--- src/rtl/sid_envelope_if.sv ---
// Register-write bus for one SID voice envelope: write strobe, address and data.
// The CPU-side driver uses the master modport and the envelope uses the slave modport.
interface sid_envelope_if;
    logic       iWE;
    logic [4:0] iAddr;
    logic [7:0] iData;

    modport master (output iWE, output iAddr, output iData);
    modport slave  (input  iWE, input  iAddr, input  iData);
endinterface

--- src/rtl/sid_envelope.sv ---
// SID ADSR envelope generator plus VCA for one voice. Define SID_ENV_EXP_EN for exponential
// decay/release stepping; without it decay/release step once per rate tick.
module sid_envelope #(
    parameter int unsigned BASE_ADDR = 0
) (
    input  logic          clk,
    input  logic          iRstN,
    input  logic          clkEn,
    sid_envelope_if.slave bus,
    input  logic [11:0]   iVoice,
    output logic [7:0]    oEnv,
    output logic [11:0]   oOut
);
    localparam logic [4:0] ADDR_CTRL = 5'(BASE_ADDR + 32'd4);
    localparam logic [4:0] ADDR_AD   = 5'(BASE_ADDR + 32'd5);
    localparam logic [4:0] ADDR_SR   = 5'(BASE_ADDR + 32'd6);

    typedef enum logic [1:0] {
        ST_ATTACK        = 2'd0,
        ST_DECAY_SUSTAIN = 2'd1,
        ST_RELEASE       = 2'd2
    } state_t;

    function automatic logic [14:0] rate_cmp(input logic [3:0] sel);
        logic [14:0] cmp;
        case (sel)
            4'd0:    cmp = 15'd8;
            4'd1:    cmp = 15'd31;
            4'd2:    cmp = 15'd62;
            4'd3:    cmp = 15'd94;
            4'd4:    cmp = 15'd148;
            4'd5:    cmp = 15'd219;
            4'd6:    cmp = 15'd266;
            4'd7:    cmp = 15'd312;
            4'd8:    cmp = 15'd391;
            4'd9:    cmp = 15'd976;
            4'd10:   cmp = 15'd1953;
            4'd11:   cmp = 15'd3125;
            4'd12:   cmp = 15'd3906;
            4'd13:   cmp = 15'd11719;
            4'd14:   cmp = 15'd19531;
            default: cmp = 15'd31250;
        endcase
        return cmp;
    endfunction

`ifdef SID_ENV_EXP_EN
    function automatic logic [4:0] exp_period(input logic [7:0] level);
        logic [4:0] per;
        if (level > 8'h5D) begin
            per = 5'd1;
        end else if (level >= 8'h37) begin
            per = 5'd2;
        end else if (level >= 8'h1B) begin
            per = 5'd4;
        end else if (level >= 8'h0F) begin
            per = 5'd8;
        end else if (level >= 8'h07) begin
            per = 5'd16;
        end else if (level >= 8'h01) begin
            per = 5'd30;
        end else begin
            per = 5'd1;
        end
        return per;
    endfunction
`endif

    logic        gate_r;
    logic        gate_seen_r;
    logic [3:0]  atk_r;
    logic [3:0]  dec_r;
    logic [3:0]  sus_r;
    logic [3:0]  rel_r;
    state_t      state_r;
    state_t      state_n;
    state_t      eff_state_s;
    logic [7:0]  env_r;
    logic [7:0]  env_n;
    logic [14:0] rate_cnt_r;
    logic [14:0] rate_cnt_n;
    logic [3:0]  rate_sel_s;
    logic        gate_rise_s;
    logic        gate_fall_s;
    logic        rate_tick_s;
    logic        fall_step_s;
    logic [11:0] out_r;
`ifdef SID_ENV_EXP_EN
    logic [4:0]  exp_cnt_r;
    logic [4:0]  exp_cnt_n;
`endif

    logic signed [11:0] voice_s;
    logic signed [19:0] prod_s;
    logic               unused_prod_s;

    // Voice register writes; these ignore clkEn.
    always_ff @(posedge clk or negedge iRstN) begin
        if (!iRstN) begin
            gate_r <= 1'b0;
            atk_r  <= 4'd0;
            dec_r  <= 4'd0;
            sus_r  <= 4'd0;
            rel_r  <= 4'd0;
        end else if (bus.iWE) begin
            case (bus.iAddr)
                ADDR_CTRL: gate_r <= bus.iData[0];
                ADDR_AD: begin
                    atk_r <= bus.iData[7:4];
                    dec_r <= bus.iData[3:0];
                end
                ADDR_SR: begin
                    sus_r <= bus.iData[7:4];
                    rel_r <= bus.iData[3:0];
                end
                default: begin
                    gate_r <= gate_r;
                end
            endcase
        end
    end

    // Gate edges override the current state before the rate tick is applied.
    always_comb begin
        gate_rise_s = clkEn & gate_r & ~gate_seen_r;
        gate_fall_s = clkEn & ~gate_r & gate_seen_r;
        if (gate_rise_s) begin
            eff_state_s = ST_ATTACK;
        end else if (gate_fall_s) begin
            eff_state_s = ST_RELEASE;
        end else begin
            eff_state_s = state_r;
        end
        case (eff_state_s)
            ST_ATTACK:        rate_sel_s = atk_r;
            ST_DECAY_SUSTAIN: rate_sel_s = dec_r;
            default:          rate_sel_s = rel_r;
        endcase
        rate_tick_s = clkEn & (rate_cnt_r == rate_cmp(rate_sel_s));
        fall_step_s = rate_tick_s &
                      (((eff_state_s == ST_DECAY_SUSTAIN) && (env_r > {sus_r, sus_r})) ||
                       ((eff_state_s == ST_RELEASE) && (env_r != 8'h00)));
    end

    // State register.
    always_ff @(posedge clk or negedge iRstN) begin
        if (!iRstN) begin
            state_r <= ST_RELEASE;
        end else begin
            state_r <= state_n;
        end
    end

    // Next state: attack hands over to decay on the step that reaches full scale.
    always_comb begin
        if (rate_tick_s && (eff_state_s == ST_ATTACK) && (env_r >= 8'hFE)) begin
            state_n = ST_DECAY_SUSTAIN;
        end else begin
            state_n = eff_state_s;
        end
    end

    // Envelope, rate counter and exponential divider next values.
    always_comb begin
        env_n = env_r;
`ifdef SID_ENV_EXP_EN
        exp_cnt_n = exp_cnt_r;
`endif
        if (!clkEn) begin
            rate_cnt_n = rate_cnt_r;
        end else if (rate_tick_s) begin
            rate_cnt_n = 15'd0;
        end else begin
            rate_cnt_n = rate_cnt_r + 15'd1;
        end
        if (rate_tick_s && (eff_state_s == ST_ATTACK)) begin
            if (env_r != 8'hFF) begin
                env_n = env_r + 8'd1;
            end else begin
                env_n = env_r;
            end
`ifdef SID_ENV_EXP_EN
            exp_cnt_n = 5'd0;
`endif
        end else if (fall_step_s) begin
`ifdef SID_ENV_EXP_EN
            if (exp_cnt_r == (exp_period(env_r) - 5'd1)) begin
                env_n     = env_r - 8'd1;
                exp_cnt_n = 5'd0;
            end else begin
                exp_cnt_n = exp_cnt_r + 5'd1;
            end
`else
            env_n = env_r - 8'd1;
`endif
        end else begin
            env_n = env_r;
        end
    end

    // Envelope datapath registers.
    always_ff @(posedge clk or negedge iRstN) begin
        if (!iRstN) begin
            env_r       <= 8'd0;
            rate_cnt_r  <= 15'd0;
            gate_seen_r <= 1'b0;
`ifdef SID_ENV_EXP_EN
            exp_cnt_r   <= 5'd0;
`endif
        end else begin
            env_r      <= env_n;
            rate_cnt_r <= rate_cnt_n;
            if (clkEn) begin
                gate_seen_r <= gate_r;
            end
`ifdef SID_ENV_EXP_EN
            exp_cnt_r  <= exp_cnt_n;
`endif
        end
    end

    // Offset-binary waveform becomes signed; the product always fits 20 signed bits.
    assign voice_s       = {~iVoice[11], iVoice[10:0]};
    assign prod_s        = voice_s * $signed({1'b0, env_r});
    assign unused_prod_s = ^prod_s[7:0];

    // VCA output register, updated every clock.
    always_ff @(posedge clk or negedge iRstN) begin
        if (!iRstN) begin
            out_r <= 12'd0;
        end else begin
            out_r <= prod_s[19:8];
        end
    end

    assign oEnv = env_r;
    assign oOut = out_r;

endmodule

--- src/flat_wrapper.sv ---
// flat-port wrapper written by rule: the top's interface ports become plain ports
module sid_envelope_flat 
#(
    parameter int unsigned BASE_ADDR = 0
)
  (clk, iRstN, clkEn, iVoice, oEnv, oOut, bus_iWE, bus_iAddr, bus_iData);
  sid_envelope_if bus_i ();
  input  logic clk;
  input  logic iRstN;
  input  logic clkEn;
  input  logic [11:0] iVoice;
  output logic [7:0] oEnv;
  output logic [11:0] oOut;
  input wire logic [$bits(bus_i.iWE)-1:0] bus_iWE;
  input wire logic [$bits(bus_i.iAddr)-1:0] bus_iAddr;
  input wire logic [$bits(bus_i.iData)-1:0] bus_iData;
  assign bus_i.iWE = bus_iWE;
  assign bus_i.iAddr = bus_iAddr;
  assign bus_i.iData = bus_iData;
  sid_envelope #(.BASE_ADDR(BASE_ADDR)) u_core (.clk(clk), .iRstN(iRstN), .clkEn(clkEn), .bus(bus_i), .iVoice(iVoice), .oEnv(oEnv), .oOut(oOut));
endmodule
--- config.mk ---
export PLATFORM = sky130hd
export DESIGN_NAME = sid_envelope_flat
export DESIGN_NICKNAME = d
export VERILOG_FILES = /design/src/rtl/sid_envelope_if.sv /design/src/rtl/sid_envelope.sv /design/src/flat_wrapper.sv
export SDC_FILE = /design/constraint.sdc
export NUM_CORES = 1
export LEC_CHECK = 0
export CAP_MARGIN = 0
export CORE_MARGIN = 1
export CORE_UTILIZATION = 41
export CTS_CLUSTER_SIZE = 28
export DETAILED_ROUTE_END_ITERATION = 8
export PLACE_DENSITY = 0.58
export SLEW_MARGIN = 20
export SYNTH_ARGS = -nofsm -noshare
export SYNTH_HDL_FRONTEND = slang
export SYNTH_SLANG_ARGS = --single-unit
--- constraint.sdc ---
create_clock -name clk -period 10.84 [get_ports clk]
set_clock_uncertainty 0.1 [all_clocks]
set_input_delay 1.626 -clock clk [delete_from_list [all_inputs] [get_ports clk]]
set_output_delay 1.626 -clock clk [all_outputs]
set_load 0.02 [all_outputs]
==> impl_metrics.py <==
metrics = {
    "routing": {
        "met1_length_um": 7090,
        "drc": 0,
        "drt_iter0_markers": 295,
        "met3_length_um": 433,
        "wl_um": 14700,
        "vias": 5017,
        "vias_per_cell": 5.17,
        "top_layer_used": "met4",
        "wl_per_cell_um": 15.1,
        "drt_first_pass_iters": 4,
        "antenna_left": 0,
        "wl_met2_um": 7010,
    },
    "die": {
        "chipHeight_um": 130,
        "die_area_sq_mm": 0.0170,
        "start_util_pct": 42.2,
        "core_sq_mm": 0.0160,
        "ioPinCount": 49,
        "floorplan.rows": 46,
        "dieWidth_um": 130,
    },
    "power_and_ir_drop": {
        "powerDensity_mw_per_mm2": 165,
        "leakagePower_nw": 3.62,
        "vdd_drop_max_mv": 0.0899,
    },
    "global_route": {
        "globalRouteOverflowTotal": 0,
        "antenna_found_initial": 0,
        "grtUsageTotal_pct": 19.1,
        "grt_pass1_wl_um": 25900,
        "grt_pass1_vias": 5325,
        "grt_max_degree": 56,
    },
    "synthesis": {
        "ys_top_cells_by_count": "inv_1 (111), fa_1 (76), nand2_1 (63), ha_1 (58), and2_1 (55)",
        "synth_top_area_cell": "fa_1",
        "ys_ff_latch": 55,
        "synth_area_leaders": "fa_1 (23%), dfrtp_1 (20%), ha_1 (11%)",
        "synth_nets": 879,
        "synthArstFlopShare_pct": 100,
        "ys_types": 63,
        "synth_area_per_cell_sq_um": 9.43,
        "synth_most_common_cell": "inv_1",
        "syn-cell-area_sq_mm": 0.00675,
        "synth_top_area_share_pct": 22.5,
        "synth_edf_count": 0,
        "synth_top_flop_cell": "dfrtp_1",
        "synth_seq_area_share_pct": 20.4,
        "ys_warn_count": 0,
        "synth_cells": 716,
    },
    "place": {
        "place_congestion": 0.895,
        "pre_cts_slack_ps": 2060,
        "dpl.hpwl_um": 11600,
        "portBuffers": 48,
    },
    "setup_path": {
        "cpPeakStageDelay_ps": 820,
        "regToRegSetupSlack_ps": 4160,
        "crit_chain": "clkdlybuf4s50_1 -> a211oi_1 -> a21o_1 -> a221o_1 -> inv_1 -> ha_1 -> or3_1 -> a21oi_1 -> a31o_2 -> xor2_1 -> or4b_1 -> nor4b_4 -> nand2_1 -> ha_1 -> a21o_1 -> a21oi_1 -> o21ai_0 -> o21ai_0 -> nand2b_1 -> a21oi_1 -> xor2_1 -> nand3_1 -> nor4_1 -> xor2_1",
        "arrival_ps": 8540,
        "crit_required_ps": 10950,
        "start_kind": "primary input",
        "worstSetupPathType": "primary input to flop",
        "reg2reg_depth": 23,
        "worstSetupEndpointType": "flop",
        "crit_fanout": 17,
        "reg2reg_from": "u_core.gate_seen_r",
        "reg2reg_to": "u_core.oEnv[7]",
        "slowest_stage": "nor4b_4",
        "startpoint": "clkEn",
    },
    "clock_tree": {
        "cts_tree": "built",
        "cts-root-buf": "clkbuf_16",
        "clock-sinks": 55,
        "cts_resized": 0,
        "htreeDepth": 2,
        "postCtsSetupBuffers": 0,
        "clock_path_buffers": 2,
        "cts.clk_slew.worst_paths_ps": 80,
        "numCtsBuffers": 5,
        "holdBufCountCts": 0,
        "clock_latency_ps": 290,
    },
    "cells_and_area": {
        "syn_to_final_growth_pct": 12.4,
        "drive_gt1_share_pct": 6.89,
        "diodes": 0,
        "fillCellCount": 1579,
        "nNetsFinal": 917,
    },
    "worst_hold_path": {
        "hp-class": "flop to flop",
        "hold_end": "u_core.rel_r[1]",
        "min_from": "u_core.rel_r[1]",
        "min_delay_path_depth": 1,
    },
    "sta": {
        "slew_headroom_pct": 41.5,
        "rsz0062_at_grt": "false",
        "max_freq_mhz": 119,
        "max_slew.worst_pin.slew_ps": 874,
        "tns_ps": 0,
        "fin_crit_sh_pct": 77.7,
        "period_minus_slack_ps": 8420,
        "finalHoldViolCount": 0,
        "setup_viol": 0,
        "worst_slack_ps": 2420,
        "slew_viol_final": 0,
    },
    "status": {
        "status": "completed",
    },
    "run": {
        "max_cap_viol_count": 0,
    },
}
==> layer usage <==
metal	up-vias	global-route usage, %
met2	76	32.1
met3	12	2.67
met1	2528	26.7
li1	2401	-
met5	-	0
met4	0	3.25
==> where the power goes <==
part / internal [mW] / total (mW) / leakage (nW) / switching (mW)
clock: 0.110 / 0.183 / 0.0815 / 0.0731
combinational: 0.327 / 0.748 / 2.85 / 0.421
sequential: 0.258 / 0.323 / 0.693 / 0.0645
total: 0.696 / 1.25 / 3.62 / 0.558
==> logic make-up after synthesis <==
family                   synth area share (%)
XOR/XNOR                                 6.10
adder cells (fa/ha/maj)                  33.3
buffers and inverters                    7.62
AND/OR/NAND/NOR                          18.7
AO/OA/AOI/OAI                            8.67
multiplexers                             5.23
flip-flops                               20.4
==> state kept, by name (all words and copies together), names as in the netlist, 2 cells and up <==
register and cells:
u_core.rate_cnt_r 15, u_core.oOut 12, u_core.oEnv 8, u_core.atk_r 4
u_core.dec_r 4, u_core.rel_r 4, u_core.sus_r 4, u_core.state_r 2
==> metrics by stage <==
step | hold WS (ps) | instances | util [%] | total power [mW] | instance area, sq um
2_1_floorplan | 371 | 716 | - | 0.871 | 6750
3_3_place_gp | 390 | 963 | 46.4 | 1.06 | 7420
3_5_place_dp | 392 | 963 | 46.4 | 1.07 | 7420
4_1_cts | 409 | 971 | 47.4 | 1.26 | 7590
5_1_grt | 435 | 971 | 47.4 | 1.37 | 7590
6_report | 406 | 971 | 47.4 | 1.25 | 7590
==> layout by cell type, fill, tap and decap left out, types with 3 or more instances in the layout <==
cell type	n
nor2b_1	10
xnor2_1	26
o21ai_0	16
fa_1	76
nor3b_1	3
mux2i_1	6
clkbuf_16	5
and2_1	55
nor2_1	36
a221o_1	3
a211oi_1	4
a21oi_1	19
nand2b_1	11
xor2_1	21
a21o_1	9
ha_1	58
nor4_1	4
clkdlybuf4s50_1	47
inv_1	111
nor3_1	9
nand3_1	12
dfrtp_1	54
nand4_1	12
o22ai_1	3
nand2_1	63
a31oi_1	5
o211a_1	3
o21bai_1	3
mux2_2	26
==> how the worst max path moves through the flow <==
| stage | end | slack, ps | cells past startpoint |
|---|---|---|---|
| floorplan | u_core.oEnv[7] | 4130 | 25 |
| global placement | u_core.oEnv[7] | 2310 | 24 |
| detailed placement | u_core.oEnv[7] | 2060 | 24 |
| CTS | u_core.oEnv[7] | 2370 | 24 |
| global route | u_core.oEnv[7] | 1930 | 24 |
| finish | u_core.oEnv[7] | 2420 | 24 |
==> cell type report <==
type | count | area (sq um) | share of cell area [%]
clock buffers | 6 | 129 | 1.70
clock inverters | 2 | 38.8 | 0.511
inverters | 113 | 429 | 5.66
multi-input cells | 530 | 4860 | 64.1
flip-flops and latches | 55 | 1380 | 18.2
well taps | 216 | 270 | 3.56
repair buffers | 49 | 483 | 6.36
==> critical path: cells and delay by family <==
kind	cells	cell delay, ps
buffers and inverters	2	890
AO/OA/AOI/OAI	10	2490
AND/OR/NAND/NOR	7	2470
adder cells (fa/ha/maj)	2	580
XOR/XNOR	3	480
(Power assumes the default switching activity.)
==> variant (config.mk and constraints unchanged) <==
The option `SID_ENV_EXP_EN` is turned on by a define.
--- a/src/rtl/sid_envelope.sv
+++ b/src/rtl/sid_envelope.sv
@@ -1,4 +1,6 @@
 // SID ADSR envelope generator plus VCA for one voice. Define SID_ENV_EXP_EN for exponential
 // decay/release stepping; without it decay/release step once per rate tick.
+`define SID_ENV_EXP_EN
+
 module sid_envelope #(
     parameter int unsigned BASE_ADDR = 0
Behaviour: no difference found for any inputs over 10 cycles, from zero or initial values and one cycle with iRstN low; that may be too few to reach the edited logic, so the function may still have changed.
==> variant against the original RTL <==
  * Die area is 6.0% higher
  * Worst hold slack improved by 0.0062 ns
  * Synthesized cell count up 10%
  * Sequential cell count up 5
  * Clock power grew 84%
  * Power up 55%
  * Design area increased by 7.5%
  * Setup slack better by 1.9 ns
  * Wire length is 15% higher
  * Combinational power is 66% higher
  * Synthesized area increased by 6.1%
  * Critical endpoint is now u_core.oEnv[3]$_DFFE_PN0P_
  * Largest power group unchanged
==> variant: results <==
{
  "cts_setup_buffers": 0,
  "clock_latency_ns": 0.34,
  "async_flop_share": 1.00,
  "cp.arrival_ns": 6.62,
  "p_leak_nw": 3.84,
  "vdd_drop_max_mv": 0.180,
  "drive_above_1_share": 0.0711,
  "syn-num-nets": 947,
  "routed_via_density": 5.35,
  "sw_frac_of_total": 0.461,
  "cts_max_level": 3,
  "crit_slowest_cell": "a2111oi_4",
  "yosysSeqAreaShare": 0.210,
  "synth_area_leaders": "fa_1 21%, dfrtp_1 21%, ha_1 9.3%",
  "drt_pass1_iterations": 5,
  "wl_per_cell_microns": 16.1,
  "netlist_instances": 790,
  "io_buffers": 48,
  "cpPeakStageDelay_ns": 0.84,
  "numCtsBuffers": 9,
  "worstMarginPinSlew_ns": 0.888,
  "largest_register": "u_core.rate_cnt_r",
  "yosys_warnings": 0,
  "power_density_nw_per_um2": 238,
  "clockRootBuffer": "clkbuf_16",
  "synthAdderAreaFrac": 0.302,
  "pwr-share-clk": 0.173,
  "drc_errors": 0,
  "grt_pass1_vias": 6103,
  "powerComb_mw": 1.24,
  "synth-xor-area-share": 0.0632,
  "antenna_found_initial": 0,
  "grt_pass1_wl_mm": 29.7,
  "dpl.hpwl_mm": 12.7,
  "path_clk_slew_ns": 0.06,
  "fin_cells": 1050,
  "largest_reg_flops": 15,
  "synth_compound_area_frac": 0.110,
  "grt_max_degree": 61,
  "reg2reg_depth": 16,
  "synth_common_cells": "118 x inv_1, 75 x fa_1, 72 x nand2_1",
  "synth_cell_type_count": 72,
  "drtIter0Drc": 272,
  "synth_mux_area_frac": 0.0349,
  "nNetsFinal": 982,
  "dp_cells": 1034,
  "crit_family": "compound AO/OA/AOI/OAI gates",
  "cts-resized-gates": 0,
  "status": "complete, no violations",
  "diodes": 0,
  "place_congestion": 0.856,
  "grt_use_total": 0.207,
  "synthFlopType": "dfrtp_1",
  "min_path_cells": 1,
  "crit_path_max_fanout": 20
}
-- variant: cell types whose count changed after synthesis, sizes merged, moves of 5 or more --
cell	change
dfrtp	+5
and3	+6
buf	+8
mux2i	-5
nor2	+12
nand3	+7
o211ai	+5
a21oi	+5
ha	-5
nand2	+9
mux2	-5
nor2b	-5
and2	-8
inv	+7
-- variant: cell type report --
cell class,instances,area [sq um]
repair buffers,53,513
clock buffers,10,229
multi-input cells,581,5070
flip-flops and latches,60,1500
fillers,1636,8660
inverters,120,452
well taps,220,275
clock inverters,6,113
-- variant: per-stage QoR --
stage / utilization / instance area [sq um] / worst slack [ns] / hold slack, ns
detailed placement: 0.465 / 7810 / 3.97 / 0.400
finish: 0.485 / 8160 / 4.31 / 0.413
floorplan: - / 7160 / 5.11 / 0.367
CTS: 0.485 / 8160 / 4.33 / 0.414
global placement: 0.465 / 7810 / 3.97 / 0.391
global route: 0.485 / 8160 / 3.95 / 0.429
-- variant: worst paths after layout --
| path | to | slack (ns) | from |
|---|---|---|---|
| min | u_core.sus_r[3]$_DFFE_PN0P_ | 0.41 | u_core.sus_r[3]$_DFFE_PN0P_ |
| min in group asynchronous | u_core.gate_r$_DFFE_PN0P_ | 1.35 | iRstN |
| max in group asynchronous | u_core.oOut[10]$_DFF_PN0_ | 8.73 | iRstN |
| min reg2reg | u_core.sus_r[3]$_DFFE_PN0P_ | 0.41 | u_core.sus_r[3]$_DFFE_PN0P_ |
| max | u_core.oEnv[3]$_DFFE_PN0P_ | 4.31 | clkEn |
| max reg2reg | u_core.oOut[11]$_DFF_PN0_ | 5.52 | u_core.oEnv[4]$_DFFE_PN0P_ |
-- variant: per-layer routing --
layer,routed length [microns],share of wire,GRT usage
met5,0,0,0
met4,243,0.014,0.0581
met3,596,0.035,0.0374
met2,8500,0.50,0.360
met1,7550,0.45,0.262
